## config.mk

```make
export PLATFORM = sky130hd
export DESIGN_NAME = dcache_controller
export DESIGN_NICKNAME = d
export VERILOG_FILES = /design/src/rtl/dcache_pkg.sv /design/src/rtl/dcache_sram.sv /design/src/rtl/dcache_controller.sv
export SDC_FILE = /design/constraint.sdc
export NUM_CORES = 2
export LEC_CHECK = 0
export BUFFER_PORTS_ARGS = -buffer_cell sky130_fd_sc_hd__buf_2
export CAP_MARGIN = 10
export CORE_AREA = 2 2 644 646
export CTS_CLUSTER_DIAMETER = 80
export DETAILED_ROUTE_END_ITERATION = 8
export DIE_AREA = 0 0 646 648
export PLACE_DENSITY_LB_ADDON = 0.2
export SLEW_MARGIN = 30
export SYNTH_ARGS = -nofsm -noshare
export SYNTH_HDL_FRONTEND = slang
export SYNTH_MEMORY_MAX_BITS = 65536
export SYNTH_SLANG_ARGS = --single-unit
```

## constraint.sdc

```tcl
create_clock -name clk_i -period 14.7 [get_ports clk_i]
set_input_delay 2.94 -clock clk_i [delete_from_list [all_inputs] [get_ports clk_i]]
set_output_delay 2.94 -clock clk_i [all_outputs]
set_load 0.02 [all_outputs]
```

## src/rtl/dcache_pkg.sv

```systemverilog
// rtl/dcache_pkg.sv - shared types and geometry helpers for the data cache controller
package dcache_pkg;

    typedef enum logic [1:0] {
        IDLE      = 2'd0,
        WRITEBACK = 2'd1,
        REFILL    = 2'd2
    } state_t;

    localparam int OFFSET_W   = 5;
    localparam int WORD_SEL_W = 3;
    localparam int WORD_W     = 32;
    localparam int ADDR_W     = 32;

    // Index width for a given line count (line count is a power of two)
    function automatic int idx_w(input int num_lines);
        return $clog2(num_lines);
    endfunction

    // Tag width is whatever remains of the byte address above index and offset
    function automatic int tag_w(input int num_lines);
        return ADDR_W - OFFSET_W - $clog2(num_lines);
    endfunction

endpackage

```

## src/rtl/dcache_sram.sv

```systemverilog
// rtl/dcache_sram.sv - tag/valid/dirty/data storage with one read port and one line-or-word write port
module dcache_sram
    import dcache_pkg::*;
#(
    parameter int NUM_LINES = 16,
    parameter int LINE_W    = 256,
    parameter int IDX_W     = idx_w(NUM_LINES),
    parameter int TAG_W     = tag_w(NUM_LINES)
) (
    input  logic                  clk_i,
    input  logic                  rst_i,
    input  logic [IDX_W-1:0]      idx,
    output logic [TAG_W-1:0]      rd_tag,
    output logic                  rd_valid,
    output logic                  rd_dirty,
    output logic [LINE_W-1:0]     rd_line,
    input  logic                  line_we,
    input  logic [TAG_W-1:0]      line_tag,
    input  logic [LINE_W-1:0]     line_data,
    input  logic                  word_we,
    input  logic [WORD_SEL_W-1:0] word_sel,
    input  logic [WORD_W-1:0]     word_data
);

    logic [TAG_W-1:0]     tag_q  [NUM_LINES];
    logic [LINE_W-1:0]    data_q [NUM_LINES];
    logic [NUM_LINES-1:0] valid_q;
    logic [NUM_LINES-1:0] dirty_q;

    assign rd_tag   = tag_q[idx];
    assign rd_line  = data_q[idx];
    assign rd_valid = valid_q[idx];
    assign rd_dirty = dirty_q[idx];

    // Status bits: a refill makes a line valid and clean, a merged store makes it dirty
    always_ff @(posedge clk_i or negedge rst_i) begin
        if (!rst_i) begin
            valid_q <= '0;
            dirty_q <= '0;
        end else if (line_we) begin
            valid_q[idx] <= 1'b1;
            dirty_q[idx] <= 1'b0;
        end else if (word_we) begin
            dirty_q[idx] <= 1'b1;
        end
    end

    // Payload arrays are not reset; the valid bits make their contents irrelevant
    always_ff @(posedge clk_i) begin
        if (line_we) begin
            tag_q[idx]  <= line_tag;
            data_q[idx] <= line_data;
        end else if (word_we) begin
            data_q[idx][word_sel*WORD_W +: WORD_W] <= word_data;
        end
    end

endmodule

```

## src/rtl/dcache_controller.sv

```systemverilog
// rtl/dcache_controller.sv - direct-mapped write-back write-allocate data cache controller
module dcache_controller
    import dcache_pkg::*;
#(
    parameter int NUM_LINES = 16,
    parameter int LINE_W    = 256
) (
    input  logic              clk_i,
    input  logic              rst_i,
    input  logic [31:0]       p1_addr_i,
    input  logic [31:0]       p1_data_i,
    input  logic              p1_MemRead_i,
    input  logic              p1_MemWrite_i,
    output logic [31:0]       p1_data_o,
    output logic              p1_stall_o,
    output logic [31:0]       mem_addr_o,
    output logic [LINE_W-1:0] mem_data_o,
    output logic              mem_enable_o,
    output logic              mem_write_o,
    input  logic [LINE_W-1:0] mem_data_i,
    input  logic              mem_ack_i
);

    localparam int IDX_W   = idx_w(NUM_LINES);
    localparam int TAG_W   = tag_w(NUM_LINES);
    localparam int TAG_LSB = OFFSET_W + IDX_W;

    state_t state_q, state_d;

    logic [TAG_W-1:0]      req_tag, miss_tag_q, rd_tag;
    logic [IDX_W-1:0]      req_idx, miss_idx_q, sram_idx;
    logic [WORD_SEL_W-1:0] req_word;
    logic [LINE_W-1:0]     rd_line;
    logic                  rd_valid, rd_dirty;
    logic                  req, in_idle, hit, miss, line_we, word_we;
    logic                  unused_addr_lsbs;

    assign req_tag          = p1_addr_i[31:TAG_LSB];
    assign req_idx          = p1_addr_i[TAG_LSB-1:OFFSET_W];
    assign req_word         = p1_addr_i[OFFSET_W-1:2];
    assign unused_addr_lsbs = ^p1_addr_i[1:0];

    // Once a miss is in flight the array is addressed by the latched miss, not the live request
    assign in_idle  = (state_q == IDLE);
    assign sram_idx = in_idle ? req_idx : miss_idx_q;

    assign req  = p1_MemRead_i | p1_MemWrite_i;
    assign hit  = in_idle & req & rd_valid & (rd_tag == req_tag);
    assign miss = in_idle & req & ~hit;

    // A simultaneous read and write is a store, so only a pure load drives read data
    assign p1_data_o  = (hit & ~p1_MemWrite_i) ? rd_line[req_word*WORD_W +: WORD_W] : '0;
    assign p1_stall_o = ~in_idle | miss;

    assign line_we = (state_q == REFILL) & mem_ack_i;
    assign word_we = hit & p1_MemWrite_i;

    dcache_sram #(
        .NUM_LINES (NUM_LINES),
        .LINE_W    (LINE_W),
        .IDX_W     (IDX_W),
        .TAG_W     (TAG_W)
    ) u_sram (
        .clk_i     (clk_i),
        .rst_i     (rst_i),
        .idx       (sram_idx),
        .rd_tag    (rd_tag),
        .rd_valid  (rd_valid),
        .rd_dirty  (rd_dirty),
        .rd_line   (rd_line),
        .line_we   (line_we),
        .line_tag  (miss_tag_q),
        .line_data (mem_data_i),
        .word_we   (word_we),
        .word_sel  (req_word),
        .word_data (p1_data_i)
    );

    // State register
    always_ff @(posedge clk_i or negedge rst_i) begin
        if (!rst_i) state_q <= IDLE;
        else        state_q <= state_d;
    end

    // Capture the missing line so a request that moves mid-miss cannot redirect the fill
    always_ff @(posedge clk_i or negedge rst_i) begin
        if (!rst_i) begin
            miss_idx_q <= '0;
            miss_tag_q <= '0;
        end else if (miss) begin
            miss_idx_q <= req_idx;
            miss_tag_q <= req_tag;
        end
    end

    // Next-state: evict a dirty victim first, then refill, then retry the request in IDLE
    always_comb begin
        state_d = state_q;
        unique case (state_q)
            IDLE:      if (miss) state_d = (rd_valid & rd_dirty) ? WRITEBACK : REFILL;
            WRITEBACK: if (mem_ack_i) state_d = REFILL;
            REFILL:    if (mem_ack_i) state_d = IDLE;
            default:   state_d = IDLE;
        endcase
    end

    // Memory-side outputs decoded from state and latched miss only
    always_comb begin
        mem_enable_o = 1'b0;
        mem_write_o  = 1'b0;
        mem_addr_o   = '0;
        mem_data_o   = '0;
        unique case (state_q)
            WRITEBACK: begin
                mem_enable_o = 1'b1;
                mem_write_o  = 1'b1;
                mem_addr_o   = {rd_tag, miss_idx_q, {OFFSET_W{1'b0}}};
                mem_data_o   = rd_line;
            end
            REFILL: begin
                mem_enable_o = 1'b1;
                mem_addr_o   = {miss_tag_q, miss_idx_q, {OFFSET_W{1'b0}}};
            end
            default: ;
        endcase
    end

endmodule

```

# [Word level (Yosys, flattened, before mapping)]
# Memories as Yosys holds them, arrays and structs flattened.
# Cells that the tools add are included.
# Widths: inputs -> output; s select.
[word_totals] ramBits=4464 word_cells=577 output_inout_bits=323 register_bits=61 mem_count=2 inputBits=325
[classes] eq_ne=6 n_addsub=1 reduce_logical=5 mux=280 n_bitwise=273 shifts=3 order_cmp=2
[memory_table] memory="u_sram.data_q" depth=16 width=256 read_ports=1 rd_ports_with_merged_regs=0 write_ports=1 line_no="dcache_sram.sv:26" text="logic [LINE_W-1:0] data_q [NUM_LINES];"
[memory_table] memory="u_sram.tag_q" depth=16 width=23 read_ports=1 rd_ports_with_merged_regs=0 write_ports=1 line_no="dcache_sram.sv:25" text="logic [TAG_W-1:0] tag_q [NUM_LINES];"
[ops] op="$mux 256" n=2
[ops] op="$mux 1" n=265
[ops] op="$or 1x1->1" n=258
[ops] op="$shift 32x34->256 const A" n=1
[ops] op="$shiftx 256x9->32" n=1
[ops] op="$shiftx 32x34->256" n=1
[ops] op="$pmux 32 s2" n=1
[ops] op="$neg 8->34" n=1
[ops] op="$mux 16" n=2
[ops] op="$mux 32" n=1
[ops] op="$or 16x16->16" n=2
[ops] op="$eq 23x23->1" n=1
[ops] op="$and 16x16->16" n=1
[ops] op="$not 16->16" n=1
[ops] op="$and 1x1->1" n=8
[ops] op="$bmux 1 s4" n=2
[ops] op="$mux 2" n=4
[ops] op="$pmux 2 s3" n=1
[ops] op="$lt 4x5->1 const B" n=1
[ops] op="$demux 1 s4" n=1
[ops] op="$ge 4x1->1 const B" n=1
[ops] op="$mux 4" n=1
[ops] op="$ne 2x2->1 const B" n=2
[ops] op="$not 1->1" n=3
[ops] op="8 further kinds" n=8

# [Depth between registers and ports, before layout]
[depth] word_depth=11 ltp_mapped=19 ltp_nobuf=11

# [Modules after synthesis]
# A second synthesis with hierarchy kept.
[hier_totals] cells_unflattened=8132 area_unflattened_um2=177647.9
[by_module_without_submodules] module="dcache_sram" seq_area_each_um2=134849.3 instances=1 area_per_inst_um2=172008.7 cells_each=7507
[by_module_without_submodules] module="dcache_controller" seq_area_each_um2=725.7 instances=1 area_per_inst_um2=5639.2 cells_each=625

# [Worst setup path before layout]
# Ideal clock, no wire load.
[synth_path] kind="input to output" startpoint="in p1_addr_i[6]" endpoint="out p1_data_o[17]" arrival_time_ns=6.096 path_stages=13 n_path_buf=4 t_required_ns=11.760 slack_ns=5.664 cell_sequence="buf_2 or3b_1 buf_2 clkbuf_1 a21oi_1 o41a_1 nor4_1 xnor2_1 nand4_1 nor4b_1 nand4b_1 clkbuf_1 nor3_1"
[synth_via] elab_chain_cells=7 word_cells_on_any_way=11 classes_between="eq/ne: 1; shift: 1; mux: 4; bitwise: 3; memory: 2"
[synth_rtl] item="from (decl)" line_no="dcache_controller.sv:10" text="input logic [31:0] p1_addr_i,"
[synth_rtl] item="$mux 4 *" line_no="dcache_controller.sv:45" text="assign sram_idx = in_idle ? req_idx : miss_idx_q;"
[synth_rtl] item="branches (longest 5 deep; another with $mem_v2 16x256)"
[synth_rtl] item="$mux 32 *" line_no="dcache_controller.sv:52" text="assign p1_data_o = (hit & ~p1_MemWrite_i) ? rd_line[req_word*WORD_W +: WORD_W] : '0;"
[synth_rtl] item="to (decl)" line_no="dcache_controller.sv:14" text="output logic [31:0] p1_data_o,"
# Mark *: on every way between the ends. The select of a mux whose other input is x is not followed.

# [Worst setup path after layout]
[layout_path] startpoint="in p1_addr_i[5]" endpoint="out p1_data_o[6]"
# The elaborated chain is that of the path after synthesis.

==> key figures <==
Pwr
  – Leakage: 0.0733 uW
  – Clock power frac: 25.9%
  – PnR Total Power: 43600 uW
  – Net Switching: 18000 uW
  – Comb pwr share: around two fifths
  – Power Density: 205 nW/um^2
  – Power Internal: 25700 uW
  – Max VDD drop: 0.000181 V
  – Switch share: between 40 and 50%
  – Register share of total power: 34.8%

Clocking
  – Num CTS Buffers: 459
  – H-tree levels: 5
  – CTS max path bufs: 4
  – Clock latency on the worst-skew pair: 1.04 ns
  – CTS resizes: 0
  – Clock-pin slew on the worst setup and hold paths: 0.06 ns
  – Setup bufs post-CTS: 0
  – Clock sink count: between 4000 and 5000
  – CTS tree: done
  – Root Buffer: clkbuf_16
  – # hold bufs at CTS: 0

Timing
  – Unrepaired setup endpoints after global routing: false
  – Crit path time final: between 10 and 15 ns
  – Fin. max-slew vios: 0
  – Worst Tran Pin Value: ~1.2 ns
  – Tcrit/Tclk final: 76.2%
  – Slew Limit Headroom: a little under 20%
  – Total Neg Setup Slack: 0 ns
  – Worst clock skew: 0.0705 ns
  – Final hold viol count: 0
  – Setup violations, final: 0
  – Fmax achieved: 0.0892 GHz

Worst setup path
  – CP peak stage delay: 0.93 ns
  – Slowest-stage cell, CP: nor4_1
  – Setup crit start: p1_addr_i[5]
  – WP data required: 11.76 ns
  – CP cell instances: buf_2 -> mux2i_4 -> buf_4 -> buf_12 -> buf_4 -> nand2_1 -> nand3_1 -> a21oi_1 -> nor4_1 -> mux4_2 -> nand2_1 -> a21oi_1 -> buf_2
  – Worst r2r src: state_q[0]
  – RR Endpoint: u_sram.data_q[3][194]
  – Top delay family on crit path: simple AND/OR/NAND/NOR gates
  – CP max FO: 65
  – Reg2reg setup slack: 6.59 ns
  – Critical Path Source Type: primary input
  – WP data arrival: 8.26 ns
  – Path depth of the worst reg2reg path: 16
  – Buf/Inv on CP: 5
  – Kind of critical path: primary input to output pin
  – Critical Path End Type: output pin

Min path
  – Worst hold start: u_sram.valid_q[0]
  – WHS Endpoint: u_sram.valid_q[0]
  – Type of the tightest min-delay check: flop to flop
  – Hold path depth: 1

Global routing
  – Pin count of the biggest net entering global routing: 177
  – GRT Util Overall: 31.3%
  – Initial antenna violation count: 104
  – GR Overflow Total: 0
  – Vias in the first global route: 114000
  – First-pass GRT wire length: 913 mm

Synth
  – Synth warnings: 0
  – Synth unique cells: 72
  – Seq/Total Area, Yosys: 73.3%
  – Ys async rst share: 1.35%
  – Cell Area, Synth: 185000 um^2
  – Post-Synthesis Cells: 14400
  – Count of flip-flops with a built-in enable after synthesis: 4464
  – Dominant synthesized flop cell: edfxtp_1
  – Synth Register Bits: 4525
  – Synth Area per Inst: 12.8 um^2

Placement
  – Inst Count DP: 20000
  – Port Buffer Count: between 600 and 700
  – HPWL after DPL: 393 mm
  – Cell Area, Placed: 198000 um^2
  – RePlAce Congestion: 0.879

Die
  – Starting Density: 44.9%
  – Die H: 648 um
  – Core ar.: slightly above 400000 um^2
  – I/O Pins: 648
  – Die area: approximately 420000 um^2
  – Row count: 236
  – Die width: 646 um

Final layout
  – Finished Layout Cells: 21000
  – Layout fillers: 34800
  – Final nets: 15300
  – Register area: 136000 um^2
  – Most frequent cells in the layout: 4464 x edfxtp_1, 4071 x nand2_1, 1996 x nand3_1
  – Area occupied by multi-input gates: 48000 um^2
  – Commonest non-fill, non-tap cell in the layout: edfxtp_1
  – Synth-to-Final Area Change: 14.9%
  – Fin area: 212000 um^2
  – Layout cells sized above 1: 15.9%

Routing
  – Final WL: 674 mm
  – Per-cell routed wire length: between 30 and 40 um
  – Routed vias: roughly 130k
  – Post-DR vias/cell: 5.99
  – DR WL met2: ~300 mm
  – Wl on met1: between 200 and 300 mm
  – DR DRC count: 0
  – Total iterations of the first detailed-routing run: 6
  – Metal3 WL: 68.5 mm
  – ANT nets after route: 0
  – Drt first-iter violations: 18000
  – Top Metal Used: met5

Flow run
  – MaxCap Viol Count: 0

Run status
  – Status: complete, no violations
-- cell usage after synthesis (7+ instances only) --
| cell | number | share of area, % |
|---|---|---|
| mux4_2 | 118 | 1.4 |
| dfrtp_1 | 61 | 0.83 |
| nor3b_1 | 7 | 0.028 |
| buf_4 | 17 | 0.069 |
| a22oi_1 | 38 | 0.15 |
| nor3_1 | 8 | 0.022 |
| a21oi_1 | 1325 | 3.6 |
| mux2i_1 | 19 | 0.10 |
| a21oi_2 | 60 | 0.28 |
| buf_2 | 69 | 0.19 |
| nor4_1 | 263 | 0.89 |
| ha_1 | 8 | 0.054 |
| o41a_1 | 38 | 0.23 |
| and3_1 | 7 | 0.024 |
| nand4_1 | 11 | 0.037 |
| buf_1 | 99 | 0.20 |
| nor2b_1 | 20 | 0.068 |
| o22ai_1 | 9 | 0.030 |
| edfxtp_1 | 4464 | 73 |
| clkbuf_1 | 800 | 1.6 |
| o21ai_0 | 43 | 0.12 |
| o41ai_1 | 13 | 0.062 |
| inv_1 | 8 | 0.016 |
| xnor2_1 | 16 | 0.076 |
| and2_1 | 356 | 1.2 |
| nand2_1 | 4089 | 8.3 |
| or2_2 | 18 | 0.061 |
| mux2_1 | 28 | 0.17 |
| buf_6 | 21 | 0.13 |
| mux2_2 | 246 | 1.5 |
| nor2_1 | 50 | 0.10 |
| nand3_1 | 1998 | 5.4 |
| mux2_4 | 18 | 0.15 |
-- registers in the layout, summed over array words and instances, names as in the netlist, named ones only --
name,count
u_sram.valid_q,16
miss_tag_q,23
u_sram.data_q,4096
u_sram.tag_q,368
miss_idx_q,4
state_q,2
-- how the worst max path moves through the flow --
stage | end | slack [ns] | depth (start not counted)
2_1_floorplan | p1_data_o[17] | 5.66 | 13
3_3_place_gp | p1_data_o[5] | 3.76 | 13
3_5_place_dp | p1_stall_o | 3.87 | 14
4_1_cts | p1_stall_o | 3.84 | 14
5_1_grt | p1_data_o[6] | 3.61 | 13
6_report | p1_data_o[6] | 3.50 | 13
-- metrics by stage --
step / worst slack (ns) / utilization, % / hold slack (ns)
2_1_floorplan: 5.66 / - / 0.430
6_report: 3.50 / 51.6 / 0.461
3_5_place_dp: 3.87 / 48.0 / 0.449
5_1_grt: 3.61 / 51.5 / 0.474
3_3_place_gp: 3.76 / 47.9 / 0.446
4_1_cts: 3.84 / 51.5 / 0.466
-- layer usage --
layer | global-route usage (%) | up-vias
li1 | - | 53700
met1 | 40.6 | 63500
met2 | 46.5 | 7110
met3 | 6.90 | 1320
met4 | 23.1 | 20
met5 | 0 | -
-- final cells by class --
cell class / count / area share [%]
repair buffers: 1084 / 3.46
diodes: 138 / 0.163
inverters: 9 / 0.0177
clock buffers: 580 / 5.70
flip-flops and latches: 4525 / 63.8
well taps: 5474 / 3.22
clock inverters: 270 / 1.00
multi-input cells: 8883 / 22.6
-- power groups by stage --
stage          sequential [uW]  combinational [uW]  clock, uW
6_report                 15200               17200      11300
5_1_grt                  15200               17700      11800
4_1_cts                  15200               16700      11300
3_5_place_dp             15400               16600          0
3_3_place_gp             15400               16400          0
2_1_floorplan            15300                8430          0
-- cells by family (layout without fill, tap and decap cells) --
group	after synthesis	count (layout)	share of synthesized area, %
AND/OR/NAND/NOR	6857	6857	16.3
flip-flops	4525	4525	73.3
AO/OA/AOI/OAI	1561	1561	4.63
buffers and inverters	1015	1943	2.23
multiplexers	430	430	3.36
XOR/XNOR	22	22	0.108
adder cells (fa/ha/maj)	8	8	0.0541
other	1	143	0.00203
Note: power is estimated with default switching activity, not from simulation.
